<file path="src/rtl/xout_window_stats_if.sv">
// Bundle of signals between the windowed statistics block and its neighbours.
//   in_valid/xin/clear : sample stream from the upstream arithmetic stage (no backpressure)
//   out_valid/out_ready: record handshake toward the consumer
//   sum/vmin/vmax      : record payload
//   fill/drop_cnt      : status (samples in partial window, discarded records)
// Modports: master = environment side, slave = statistics block.
interface xout_window_stats_if #(
   parameter int NBITS  = 8,
   parameter int WINDOW = 16
);
   localparam int SW = NBITS + $clog2(WINDOW);
   localparam int CW = (WINDOW > 1) ? $clog2(WINDOW) : 1;

   logic             in_valid;
   logic [NBITS-1:0] xin;
   logic             clear;
   logic             out_valid;
   logic             out_ready;
   logic [SW-1:0]    sum;
   logic [NBITS-1:0] vmin;
   logic [NBITS-1:0] vmax;
   logic [CW-1:0]    fill;
   logic [7:0]       drop_cnt;

   modport master (
      output in_valid, xin, clear, out_ready,
      input  out_valid, sum, vmin, vmax, fill, drop_cnt
   );

   modport slave (
      input  in_valid, xin, clear, out_ready,
      output out_valid, sum, vmin, vmax, fill, drop_cnt
   );
endinterface

</file>
<file path="src/rtl/xout_window_stats.sv">
// Windowed statistics on the upstream XOUT stream: every WINDOW accepted
// samples produce one record (sum, min, max) offered on a valid/ready port.
// The input cannot be stalled, so a record completing while the previous one
// is still unconsumed is discarded and counted in a saturating drop counter.
// Ports:
//   i_clk : clock, rising edge
//   i_rst : asynchronous active-high reset
//   bus   : xout_window_stats_if.slave (sample input, record output, status)
//
// Window state, encoded by r_fill:
//   state | meaning
//   EMPTY | r_fill == 0, next accepted sample seeds acc/min/max
//   ACCUM | 0 < r_fill < WINDOW, accepted samples fold into acc/min/max
//   (the WINDOW-th accepted sample completes the record and returns to EMPTY)
module xout_window_stats #(
   parameter int NBITS  = 8,
   parameter int WINDOW = 16
) (
   input logic               i_clk,
   input logic               i_rst,
   xout_window_stats_if.slave bus
);
   localparam int SW = NBITS + $clog2(WINDOW);
   localparam int CW = (WINDOW > 1) ? $clog2(WINDOW) : 1;
   localparam logic [CW-1:0] LAST = CW'(WINDOW - 1);

   logic [CW-1:0]    r_fill;
   logic [SW-1:0]    r_acc;
   logic [NBITS-1:0] r_min;
   logic [NBITS-1:0] r_max;
   logic             r_out_valid;
   logic [SW-1:0]    r_sum;
   logic [NBITS-1:0] r_vmin;
   logic [NBITS-1:0] r_vmax;
   logic [7:0]       r_drop_cnt;

   logic             w_accept;
   logic             w_first;
   logic             w_complete;
   logic             w_xfer;
   logic             w_load;
   logic             w_drop;
   logic [SW-1:0]    w_acc_next;
   logic [NBITS-1:0] w_min_next;
   logic [NBITS-1:0] w_max_next;

   always_comb begin
      w_accept   = bus.in_valid & ~bus.clear;
      w_first    = (r_fill == '0);
      w_complete = w_accept & (r_fill == LAST);
      w_xfer     = r_out_valid & bus.out_ready;
      // A completing record may replace the held one in the same edge it is consumed.
      w_load     = w_complete & (~r_out_valid | bus.out_ready);
      w_drop     = w_complete & r_out_valid & ~bus.out_ready;
      if (w_first) begin
         w_acc_next = SW'(bus.xin);
         w_min_next = bus.xin;
         w_max_next = bus.xin;
      end else begin
         w_acc_next = r_acc + SW'(bus.xin);
         w_min_next = (bus.xin < r_min) ? bus.xin : r_min;
         w_max_next = (bus.xin > r_max) ? bus.xin : r_max;
      end
   end

   always_ff @(posedge i_clk or posedge i_rst) begin
      if (i_rst) begin
         r_fill      <= '0;
         r_acc       <= '0;
         r_min       <= '0;
         r_max       <= '0;
         r_out_valid <= 1'b0;
         r_sum       <= '0;
         r_vmin      <= '0;
         r_vmax      <= '0;
         r_drop_cnt  <= '0;
      end else begin
         if (bus.clear) begin
            r_fill <= '0;
         end else if (bus.in_valid) begin
            r_fill <= w_complete ? '0 : r_fill + CW'(1);
            r_acc  <= w_acc_next;
            r_min  <= w_min_next;
            r_max  <= w_max_next;
         end

         if (w_load) begin
            r_sum       <= w_acc_next;
            r_vmin      <= w_min_next;
            r_vmax      <= w_max_next;
            r_out_valid <= 1'b1;
         end else if (w_xfer) begin
            r_out_valid <= 1'b0;
         end

         if (w_drop && (r_drop_cnt != 8'hFF)) begin
            r_drop_cnt <= r_drop_cnt + 8'd1;
         end
      end
   end

   assign bus.out_valid = r_out_valid;
   assign bus.sum       = r_sum;
   assign bus.vmin      = r_vmin;
   assign bus.vmax      = r_vmax;
   assign bus.fill      = r_fill;
   assign bus.drop_cnt  = r_drop_cnt;

endmodule

</file>
<file path="src/flat_wrapper.sv">
// flat-port wrapper written by rule: the top's interface ports become plain ports
module xout_window_stats_flat 
#(
   parameter int NBITS  = 8,
   parameter int WINDOW = 16
)
  (i_clk, i_rst, bus_in_valid, bus_xin, bus_clear, bus_out_ready, bus_out_valid, bus_sum, bus_vmin, bus_vmax, bus_fill, bus_drop_cnt);
  xout_window_stats_if #(.NBITS(NBITS), .WINDOW(WINDOW)) bus_i ();
  input logic i_clk;
  input logic i_rst;
  input wire logic [$bits(bus_i.in_valid)-1:0] bus_in_valid;
  input wire logic [$bits(bus_i.xin)-1:0] bus_xin;
  input wire logic [$bits(bus_i.clear)-1:0] bus_clear;
  input wire logic [$bits(bus_i.out_ready)-1:0] bus_out_ready;
  output wire logic [$bits(bus_i.out_valid)-1:0] bus_out_valid;
  output wire logic [$bits(bus_i.sum)-1:0] bus_sum;
  output wire logic [$bits(bus_i.vmin)-1:0] bus_vmin;
  output wire logic [$bits(bus_i.vmax)-1:0] bus_vmax;
  output wire logic [$bits(bus_i.fill)-1:0] bus_fill;
  output wire logic [$bits(bus_i.drop_cnt)-1:0] bus_drop_cnt;
  assign bus_i.in_valid = bus_in_valid;
  assign bus_i.xin = bus_xin;
  assign bus_i.clear = bus_clear;
  assign bus_i.out_ready = bus_out_ready;
  assign bus_out_valid = bus_i.out_valid;
  assign bus_sum = bus_i.sum;
  assign bus_vmin = bus_i.vmin;
  assign bus_vmax = bus_i.vmax;
  assign bus_fill = bus_i.fill;
  assign bus_drop_cnt = bus_i.drop_cnt;
  xout_window_stats #(.NBITS(NBITS), .WINDOW(WINDOW)) u_core (.i_clk(i_clk), .i_rst(i_rst), .bus(bus_i));
endmodule
</file>
<file path="config.mk">
export PLATFORM = sky130hd
export DESIGN_NAME = xout_window_stats_flat
export DESIGN_NICKNAME = d
export VERILOG_FILES = /design/src/rtl/xout_window_stats_if.sv /design/src/rtl/xout_window_stats.sv /design/src/flat_wrapper.sv
export SDC_FILE = /design/constraint.sdc
export NUM_CORES = 1
export LEC_CHECK = 0
export CAP_MARGIN = 25
export CORE_ASPECT_RATIO = 0.7
export CORE_MARGIN = 5
export CORE_UTILIZATION = 50
export DETAILED_ROUTE_END_ITERATION = 10
export PLACE_DENSITY = 0.77
export SLEW_MARGIN = 25
export SYNTH_ARGS = -nofsm -noshare
export SYNTH_HDL_FRONTEND = slang
export SYNTH_SLANG_ARGS = --single-unit
</file>
<file path="constraint.sdc">
create_clock -name i_clk -period 2.3 [get_ports i_clk]
set_clock_uncertainty 0.2 [all_clocks]
set_input_delay 0.46 -clock i_clk [delete_from_list [all_inputs] [get_ports i_clk]]
set_output_delay 0.46 -clock i_clk [all_outputs]
set_load 0.02 [all_outputs]
</file>
==> results.json, run 1 <==
{
  "status": "complete, no violations",
  "fmax_ghz": 0.435,
  "synth_top_family_by_area": "compound AO/OA/AOI/OAI gates",
  "required_ns": 2.33,
  "cts-root-buf": "clkbuf_16",
  "slew_violations": 0,
  "start_util_pct": 51.0,
  "clockPowerShare_pct": 31.4,
  "yosys.area_share.simple_pct": 15.7,
  "syn_to_final_growth_pct": 38.9,
  "syn_area_mm2": 0.00400,
  "wl_um": 11400,
  "antenna_found_initial": 0,
  "dp_hpwl_um": 7840,
  "port_buffers": 53,
  "drive_gt1_share_pct": 27.7,
  "drc": 0,
  "grt_util_all_layers_pct": 24.1,
  "path_delay_family": "compound AO/OA/AOI/OAI gates",
  "fill_cells": 571,
  "synthCells": 400,
  "worstPathArrival_ns": 2.32,
  "timing.hold.ws_ns": 0.279,
  "synth_nets": 440,
  "pre_cts_ws_ns": -0.734,
  "tns_ns": 0,
  "synthDistinctLibCells": 55,
  "hold_class": "reg2reg",
  "ios": 54,
  "yosysTopAreaCell": "dfrtp_1",
  "critPathSlowestCell": "a221oi_2",
  "crit_buf_inv": 1,
  "synth.area.mux_share_pct": 6.89,
  "clk_latency_ns": 0.34,
  "crit_fanout": 3,
  "cts_inserted_buffers": 9,
  "synthTopCellsByArea": "dfrtp_1 (43%), ha_1 (8.1%), nand2_1 (3.8%)",
  "switching_power_mw": 1.28,
  "synth_edf_count": 0,
  "p_int_mw": 2.69,
  "yosys.area_share.adder_pct": 8.64,
  "yosysSeqAreaShare_pct": 43.2,
  "final_util_pct": 70.8,
  "clkSinkCount": 69,
  "overflow": 0,
  "leakagePower_nw": 2.53,
  "synth.top_cell.area_share_pct": 43.2,
  "final_cell_mix": "dfrtp_1 (69), buf_4 (60), clkdlybuf4s50_1 (45), nand2_1 (40)",
  "async_reset_ff_share_pct": 100,
  "syn_avg_cell_area_um2": 9.99,
  "synth_xor_xnor_area_share_pct": 2.63,
  "synth_compound_area_share_pct": 18.2,
  "maxCapViolations": 0,
  "grt_pass1_wl_um": 18400,
  "drtAntennaViolNets": 0,
  "cts_buffer_depth": 2,
  "die_area_mm2": 0.00991,
  "grt_max_degree": 70,
  "worstMarginPinSlew_ns": 0.436,
  "fp.dieW_um": 117,
  "grt_pass1_vias": 3593,
  "setup_viol": 0,
  "fin_crit_sh_pct": 99.9,
  "clk_pin_slew_ns": 0.05,
  "p_sw_share_pct": 32.2,
  "multi_input_area_mm2": 0.00228,
  "combPwrFrac_pct": 32.0,
  "layout.nets": 553,
  "vdd_ir_drop_max_uv": 564,
  "power_density_mw_per_mm2": 715,
  "synth_seq_cells": 69,
  "rows": 27,
  "layoutNonFillerInstCount": 618,
  "min_period_ns": 2.30,
  "synth_warnings": 0,
  "cts.htree.levels": 3,
  "place.gp.congestion": 0.905,
  "p_seq_share_pct": 36.5,
  "grt_setup_unrepaired": "yes",
  "seqCellArea_mm2": 0.00173,
  "dr.pass1.iters": 5,
  "fin_ws_ns": 0.00292,
  "cts_tree": "done",
  "vias_per_cell": 5.69,
  "final_common_cell": "dfrtp_1",
  "critPathLaunchType": "register",
  "vias": 3518,
  "hold_violations": 0,
  "antenna_cells": 0,
  "critPathKind": "reg2reg",
  "max_stage_delay_ns": 0.41,
  "wire_per_inst_um": 18.5,
  "end_kind": "register",
  "synthFlopType": "dfrtp_1",
  "drt-initial-drc-count": 220,
  "relSlewSlack_pct": 70.8,
  "core_area_mm2": 0.00784,
  "place_inst": 592,
  "crit_chain": "ha_2, inv_2, fa_2, nor2b_4, o211ai_1, a221oi_2, mux2i_1, o21ai_1",
  "fp.dieH_um": 84.8
}
-- tightest hold or removal path, cell delays in order, from the launching register on --
cell and delay [ns]:
dfrtp_1 0.34, nand2_1 0.05, nand3_1 0.06
-- logic make-up (layout without fill, tap and decap cells) --
| family | after synthesis | in the layout |
|---|---|---|
| buffers and inverters | 44 | 161 |
| xor gates and xnor gates | 12 | 12 |
| and+or+nand+nor | 124 | 124 |
| AOI/OAI and AO/OA | 101 | 101 |
| adders and majority gates | 27 | 27 |
| muxes | 23 | 23 |
| DFF | 69 | 69 |
-- cells in the mapped netlist, drive strengths merged, types with 10 or more instances --
master	instances
a21oi	16
ha	26
dfrtp	69
inv	26
mux2	15
nand3	25
nor2	15
o211ai	24
buf	11
nand2	41
a31oi	10
o21ai	32
-- registers in the layout (all words and copies together), names as in the netlist --
signal                count
u_core.r_min              8
u_core.bus.out_valid      1
u_core.bus.fill           4
u_core.bus.drop_cnt       8
u_core.r_max              8
u_core.bus.sum           12
u_core.bus.vmax           8
u_core.bus.vmin           8
u_core.r_acc             12
-- power by group through the flow --
| stage | Sequential, mW | Combinational (mW) | Clock [mW] |
|---|---|---|---|
| 2_1_floorplan | 1.43 | 0.667 | 0 |
| 3_3_place_gp | 1.44 | 0.991 | 0 |
| 3_5_place_dp | 1.45 | 1.03 | 0 |
| 4_1_cts | 1.44 | 1.11 | 1.27 |
| 5_1_grt | 1.46 | 1.39 | 1.33 |
| 6_report | 1.45 | 1.27 | 1.25 |
-- final timing paths --
check | startpoint | to | slack (ns) | depth (start not counted)
worst max register to register | u_core.r_acc[0] | u_core.r_acc[10] | 0.003 | 8
worst max-delay path | u_core.r_acc[0] | u_core.r_acc[10] | 0.003 | 8
min in group asynchronous | i_rst | u_core.bus.sum[7] | 0.38 | 3
max in group asynchronous | i_rst | u_core.r_max[0] | 1.23 | 3
worst min register to register | u_core.bus.vmin[7] | u_core.bus.vmin[7] | 0.28 | 2
worst min-delay path | u_core.bus.vmin[7] | u_core.bus.vmin[7] | 0.28 | 2
-- routing by layer --
| metal | wire, um | track usage (%) | part of all wire, % |
|---|---|---|---|
| met3 | 696 | 5.62 | 6.1 |
| met4 | 168 | 6.77 | 1.5 |
| met5 | 0 | 0 | 0 |
| met1 | 5090 | 33.8 | 45 |
| met2 | 5470 | 37.2 | 48 |
-- area by class of cell --
cell class / count / area share (%)
repair buffers: 120 / 19.0
inverters: 26 / 1.83
flip-flops and latches: 69 / 31.1
clock buffers: 13 / 4.51
well taps: 101 / 2.28
multi-input cells: 287 / 41.1
clock inverters: 2 / 0.180
-- stage by stage --
step,power [mW],cell area (um^2)
final,3.97,5550
after detailed placement,2.48,5010
after CTS,3.82,5400
after global placement,2.44,5010
after global routing,4.18,5550
after floorplan,2.09,4000
-- timing repair --
item                       4_1_cts  5_1_grt
gates resized for setup         31       34
setup endpoints to repair       50       39
buffers inserted                 6        5
pin swaps                       12       21
hold buffers                     0        0
(Power assumes the default switching activity.)
==> run 2, diff against run 1 <==
--- a/config.mk
+++ b/config.mk
@@ -10,6 +10,7 @@
 export CORE_MARGIN = 5
 export CORE_UTILIZATION = 50
 export DETAILED_ROUTE_END_ITERATION = 10
+export GPL_TIMING_DRIVEN = 0
 export PLACE_DENSITY = 0.77
 export SLEW_MARGIN = 25
 export SYNTH_ARGS = -nofsm -noshare
==> results.json, run 2 (synthesis gave the netlist of run 1 again) <==
{
  "timing.hold.ws_ns": 0.210,
  "fmax_ghz": 0.446,
  "crit_chain": "ha_4, inv_1, fa_2, nor2b_2, o211ai_1, a221oi_2, mux2i_1, o21ai_1",
  "reg2reg_slack_ns": 0.06,
  "cts-root-buf": "clkbuf_16",
  "relSlewSlack_pct": 56.3,
  "max_stage_delay_ns": 0.38,
  "rows": 27,
  "clk_pin_slew_ns": 0.06,
  "r2r_end": "u_core.r_acc[10]",
  "setup_viol": 0,
  "slew_violations": 0,
  "cts.htree.levels": 3,
  "combPwrFrac_pct": 27.7,
  "crit_fanout": 3,
  "reg2reg_from": "u_core.r_acc[0]",
  "power_density_mw_per_mm2": 799,
  "vias": 3520,
  "start_util_pct": 51.0,
  "reg2reg_depth": 8,
  "end_kind": "register",
  "grt-busiest-layer": "met2",
  "switching_power_mw": 1.30,
  "clk_latency_ns": 0.34,
  "wire_per_inst_um": 19.0,
  "maxCapViolations": 0,
  "critPathLaunchType": "register",
  "global_route.usage.met3_pct": 6.34,
  "die_area_mm2": 0.00991,
  "use_met2_pct": 35.1,
  "dr.pass1.iters": 5,
  "cts_inserted_buffers": 9,
  "ios": 54,
  "holdPathStages": 2,
  "layout.nets": 523,
  "status": "complete, no violations",
  "endpoint": "u_core.r_acc[10]",
  "met1_usage_pct": 32.0,
  "cts_buffer_depth": 2,
  "power.total_mw": 4.30,
  "final_common_cell": "dfrtp_1",
  "grt_util_all_layers_pct": 22.9,
  "final_cell_mix": "dfrtp_1 (69), clkdlybuf4s50_1 (43), nand2_1 (40), o21ai_0 (25), nand3_1 (25)",
  "p_sw_share_pct": 30.3,
  "place.gp.congestion": 0.912,
  "cts_tree": "done",
  "wl_um": 11200,
  "port_buffers": 53,
  "syn_to_final_growth_pct": 34.6,
  "critPathKind": "reg2reg",
  "vias_per_cell": 5.98,
  "min_period_ns": 2.24,
  "grt_pass1_wl_um": 17600,
  "overflow": 0,
  "worstMarginPinSlew_ns": 0.651,
  "drt-initial-drc-count": 294,
  "clkSinkCount": 69,
  "final_util_pct": 68.6,
  "grt_max_degree": 29,
  "vdd_ir_drop_max_uv": 493,
  "hold_violations": 0,
  "fp.dieH_um": 84.8,
  "critPathSlowestCell": "dfrtp_1",
  "drive_gt1_share_pct": 23.0,
  "hold_class": "in2reg",
  "antenna_cells": 0,
  "dp_hpwl_um": 7550,
  "antenna_found_initial": 0,
  "p_seq_share_pct": 33.8,
  "clockPowerShare_pct": 38.6,
  "required_ns": 2.32,
  "drc": 0,
  "p_int_mw": 3.00,
  "core_area_mm2": 0.00784,
  "crit_start": "u_core.r_acc[0]",
  "holdBufCountCts": 0,
  "leakagePower_nw": 2.40,
  "fin_crit_sh_pct": 97.6,
  "grt_setup_unrepaired": "yes",
  "fp.dieW_um": 117,
  "drtAntennaViolNets": 0,
  "worstPathArrival_ns": 2.26,
  "grt_pass1_vias": 3486
}
[run 2: cell types whose count changed in the layout (fill, tap and decap cells not counted), sizes merged]
| cell | previous run | this run |
|---|---|---|
| dlymetal6s2s | 0 | 2 |
| clkbuf | 17 | 19 |
| clkdlybuf4s15 | 2 | 0 |
| buf | 68 | 37 |
| clkdlybuf4s50 | 45 | 43 |
| clkinv | 2 | 1 |
| dlygate4sd2 | 1 | 0 |
| clkinvlp | 1 | 2 |
| bufinv | 0 | 3 |
[run 2: per-layer routing]
layer / wire length (um) / vias to the layer above
met2: 5170 / 144
met5: 0 / -
met4: 195 / 0
met1: 5080 / 1732
met3: 767 / 23
li1: - / 1621
[run 2: what timing repair did]
item                                    4_1_cts  5_1_grt
resized for setup                            41       41
pin swaps                                     7       14
endpoints found under the setup margin       50       48
buffers inserted                              7       12
[run 2: stage by stage]
| stage | setup TNS (ns) | cell area, um^2 | instances | setup WS (ns) |
|---|---|---|---|---|
| global route | -0.0794 | 5380 | 589 | -0.0128 |
| detailed placement | -39.34 | 4700 | 556 | -0.938 |
| finish | 0 | 5380 | 589 | 0.0560 |
| global placement | -36.41 | 4660 | 554 | -0.902 |
| floorplan | 0 | 4000 | 400 | 0.0257 |
| CTS | 0 | 5170 | 579 | 0.00189 |
[run 2: critical path: cells and delay by family, from the launching register on]
kind / cells / cell delay, ns
AO/OA/AOI/OAI: 3 / 0.64
adder cells (fa/ha/maj): 2 / 0.48
buffers and inverters: 1 / 0.04
flip-flops: 1 / 0.38
multiplexers: 1 / 0.22
AND/OR/NAND/NOR: 1 / 0.16
[run 2: worst min-delay path by stage]
stage | start | endpoint | slack, ns
floorplan | u_core.r_acc[0] | u_core.r_acc[0] | 0.25
CTS | bus_xin[1] | u_core.bus.vmin[1] | 0.29
global route | bus_clear | u_core.bus.fill[3] | 0.24
finish | bus_clear | u_core.bus.fill[3] | 0.21
detailed placement | u_core.bus.sum[2] | u_core.bus.sum[2] | 0.27
global placement | u_core.bus.sum[4] | u_core.bus.sum[4] | 0.27
[run 2: cell type report]
| class | count | area [um^2] |
|---|---|---|
| Buffer | 16 | 93.8 |
| Tap cell | 101 | 126 |
| Clock inverter | 5 | 106 |
| Fill cell | 576 | 2460 |
| Multi-Input combinational cell | 287 | 2270 |
| Timing Repair Buffer | 74 | 698 |
| Sequential cell | 69 | 1730 |
| Clock buffer | 11 | 253 |
| Inverter | 26 | 101 |
[run 2: power groups by stage]
stage / logic [mW] / registers, mW / clock network, mW
after floorplan: 0.667 / 1.43 / 0
after global placement: 0.849 / 1.45 / 0
after detailed placement: 0.899 / 1.45 / 0
after CTS: 0.994 / 1.43 / 1.66
after global routing: 1.28 / 1.46 / 1.72
final: 1.19 / 1.45 / 1.66
==> run 3, diff against run 2 <==
--- a/config.mk
+++ b/config.mk
@@ -12,6 +12,7 @@
 export DETAILED_ROUTE_END_ITERATION = 10
 export GPL_TIMING_DRIVEN = 0
 export PLACE_DENSITY = 0.77
+export SETUP_SLACK_MARGIN = 0.05
 export SLEW_MARGIN = 25
 export SYNTH_ARGS = -nofsm -noshare
 export SYNTH_HDL_FRONTEND = slang
==> results.json, run 3 (synthesis gave the netlist of run 1 again) <==
{
  "slew_violations": 0,
  "dp_hpwl_um": 7450,
  "crit_chain": "ha_4, inv_2, fa_2, nor2b_2, o211ai_1, a221oi_2, buf_4, xnor2_2, o21ai_1",
  "holdPathStages": 2,
  "cts.htree.levels": 3,
  "fp.dieW_um": 117,
  "required_ns": 2.29,
  "grt_util_all_layers_pct": 23.0,
  "violations": "negative setup slack",
  "min_period_ns": 2.39,
  "grt_max_degree": 30,
  "p_seq_share_pct": 35.9,
  "placed_area_mm2": 0.00470,
  "critPathSlowestCell": "dfrtp_1",
  "fp.dieH_um": 84.8,
  "final_util_pct": 69.5,
  "crit_fanout": 3,
  "worstPathArrival_ns": 2.38,
  "antenna_found_initial": 0,
  "clk_latency_ns": 0.33,
  "p_sw_share_pct": 31.6,
  "start_util_pct": 51.0,
  "drtAntennaViolNets": 0,
  "fin_crit_sh_pct": 104,
  "reg2reg_slack_ns": -0.09,
  "overflow": 0,
  "crit_cells": 9,
  "wl_um": 11600,
  "switching_power_mw": 1.28,
  "core_area_mm2": 0.00784,
  "grt_setup_unrepaired": "yes",
  "drive_gt1_share_pct": 24.8,
  "die_area_mm2": 0.00991,
  "holdBufCountCts": 0,
  "reg2reg_depth": 9,
  "vdd_ir_drop_max_uv": 356,
  "status": "complete, but fails checks",
  "final_cell_mix": "dfrtp_1 (69), clkdlybuf4s50_1 (43), nand2_1 (40), o21ai_0 (25), nand3_1 (25)",
  "fill_cells": 568,
  "path_delay_family": "compound AO/OA/AOI/OAI gates",
  "fin_ws_ns": -0.0870,
  "drc": 0,
  "rows": 27,
  "vias": 3579,
  "cts_tree": "done",
  "syn_to_final_growth_pct": 36.4,
  "clkSinkCount": 69,
  "wire_per_inst_um": 19.5,
  "maxCapViolations": 0,
  "setup_viol": 3,
  "vias_per_cell": 6.04,
  "hold_class": "in2reg",
  "critPathKind": "reg2reg",
  "leakagePower_nw": 2.41,
  "grt_pass1_vias": 3472,
  "hold_violations": 0,
  "final_common_cell": "dfrtp_1",
  "cts-root-buf": "clkbuf_16",
  "grt_pass1_wl_um": 17600,
  "combPwrFrac_pct": 31.1,
  "fmax_ghz": 0.419,
  "finalInstanceArea_mm2": 0.00545,
  "drt-initial-drc-count": 314,
  "antenna_cells": 0,
  "clk_pin_slew_ns": 0.05,
  "cts_buffer_depth": 2,
  "end_kind": "register",
  "power_density_mw_per_mm2": 744,
  "worstHoldStart": "bus_clear",
  "cts_inserted_buffers": 9,
  "pre_cts_ws_ns": -1.00,
  "holdPathEnd": "u_core.bus.fill[3]",
  "crit_buf_inv": 2,
  "layout.nets": 527,
  "p_int_mw": 2.77,
  "ios": 54,
  "dr.pass1.iters": 5,
  "r2r_end": "u_core.bus.sum[10]",
  "port_buffers": 53,
  "worstMarginPinSlew_ns": 0.639,
  "critPathLaunchType": "register",
  "max_stage_delay_ns": 0.40,
  "reg2reg_from": "u_core.r_acc[0]",
  "relSlewSlack_pct": 57.4,
  "place.gp.congestion": 0.875,
  "clockPowerShare_pct": 33.0
}
==> run 3: stage by stage <==
stage | power (mW) | TNS [ns] | hold WS, ns | instances
floorplan | 2.10 | 0 | 0.254 | 400
global placement | 2.30 | -36.54 | 0.266 | 554
detailed placement | 2.35 | -38.76 | 0.274 | 556
CTS | 3.79 | -0.0725 | 0.262 | 582
global route | 4.25 | -0.447 | 0.258 | 593
finish | 4.05 | -0.163 | 0.223 | 593
==> run 3: worst register-to-register path: cells and delay by family (launching register included) <==
kind,cells,cell delay [ns]
AOI/OAI and AO/OA,3,0.63
and+or+nand+nor,1,0.17
DFF,1,0.40
xor gates and xnor gates,1,0.11
adders and majority gates,2,0.51
buffers and inverters,2,0.23
==> run 3: worst max-delay path by stage <==
stage,startpoint,endpoint,slack (ns)
after CTS,u_core.r_acc[0],u_core.r_acc[10],-0.07
after global placement,bus_xin[5],u_core.bus.vmax[3],-0.92
final,u_core.r_acc[0],u_core.bus.sum[10],-0.09
after detailed placement,bus_xin[0],u_core.r_acc[10],-1.00
after global routing,u_core.r_acc[0],u_core.bus.sum[10],-0.13
after floorplan,bus_xin[0],u_core.r_acc[8],0.06
==> run 3: layout make-up <==
cell class	count	area, um^2	share of cell area [%]
Multi-Input combinational cell	287	2350	43.0
Sequential cell	69	1730	31.7
Timing Repair Buffer	76	737	13.5
Clock buffer	16	292	5.35
Tap cell	101	126	2.32
Buffer	18	121	2.23
Inverter	26	101	1.86
==> run 3: per-layer routing <==
metal,track usage [%],part of all wire [%],vias up
li1,-,-,1632
met4,6.77,2.7,0
met1,31.2,43,1766
met2,34.8,47,145
met3,7.93,8.1,36
met5,0,0,-
==> run 3: timing repair <==
item | 4_1_cts | 5_1_grt
pin swaps | 11 | 17
endpoints found under the hold margin | 0 | 0
gates resized for setup | 50 | 47
setup endpoints to repair | 53 | 58
buffers inserted | 10 | 11
==> run 3: power groups by stage <==
stage	Clock [mW]	Combinational [mW]	Sequential [mW]
final	1.34	1.26	1.46
after global routing	1.41	1.37	1.47
after CTS	1.35	1.00	1.44
after detailed placement	0	0.894	1.45
after global placement	0	0.853	1.45
after floorplan	0	0.669	1.43
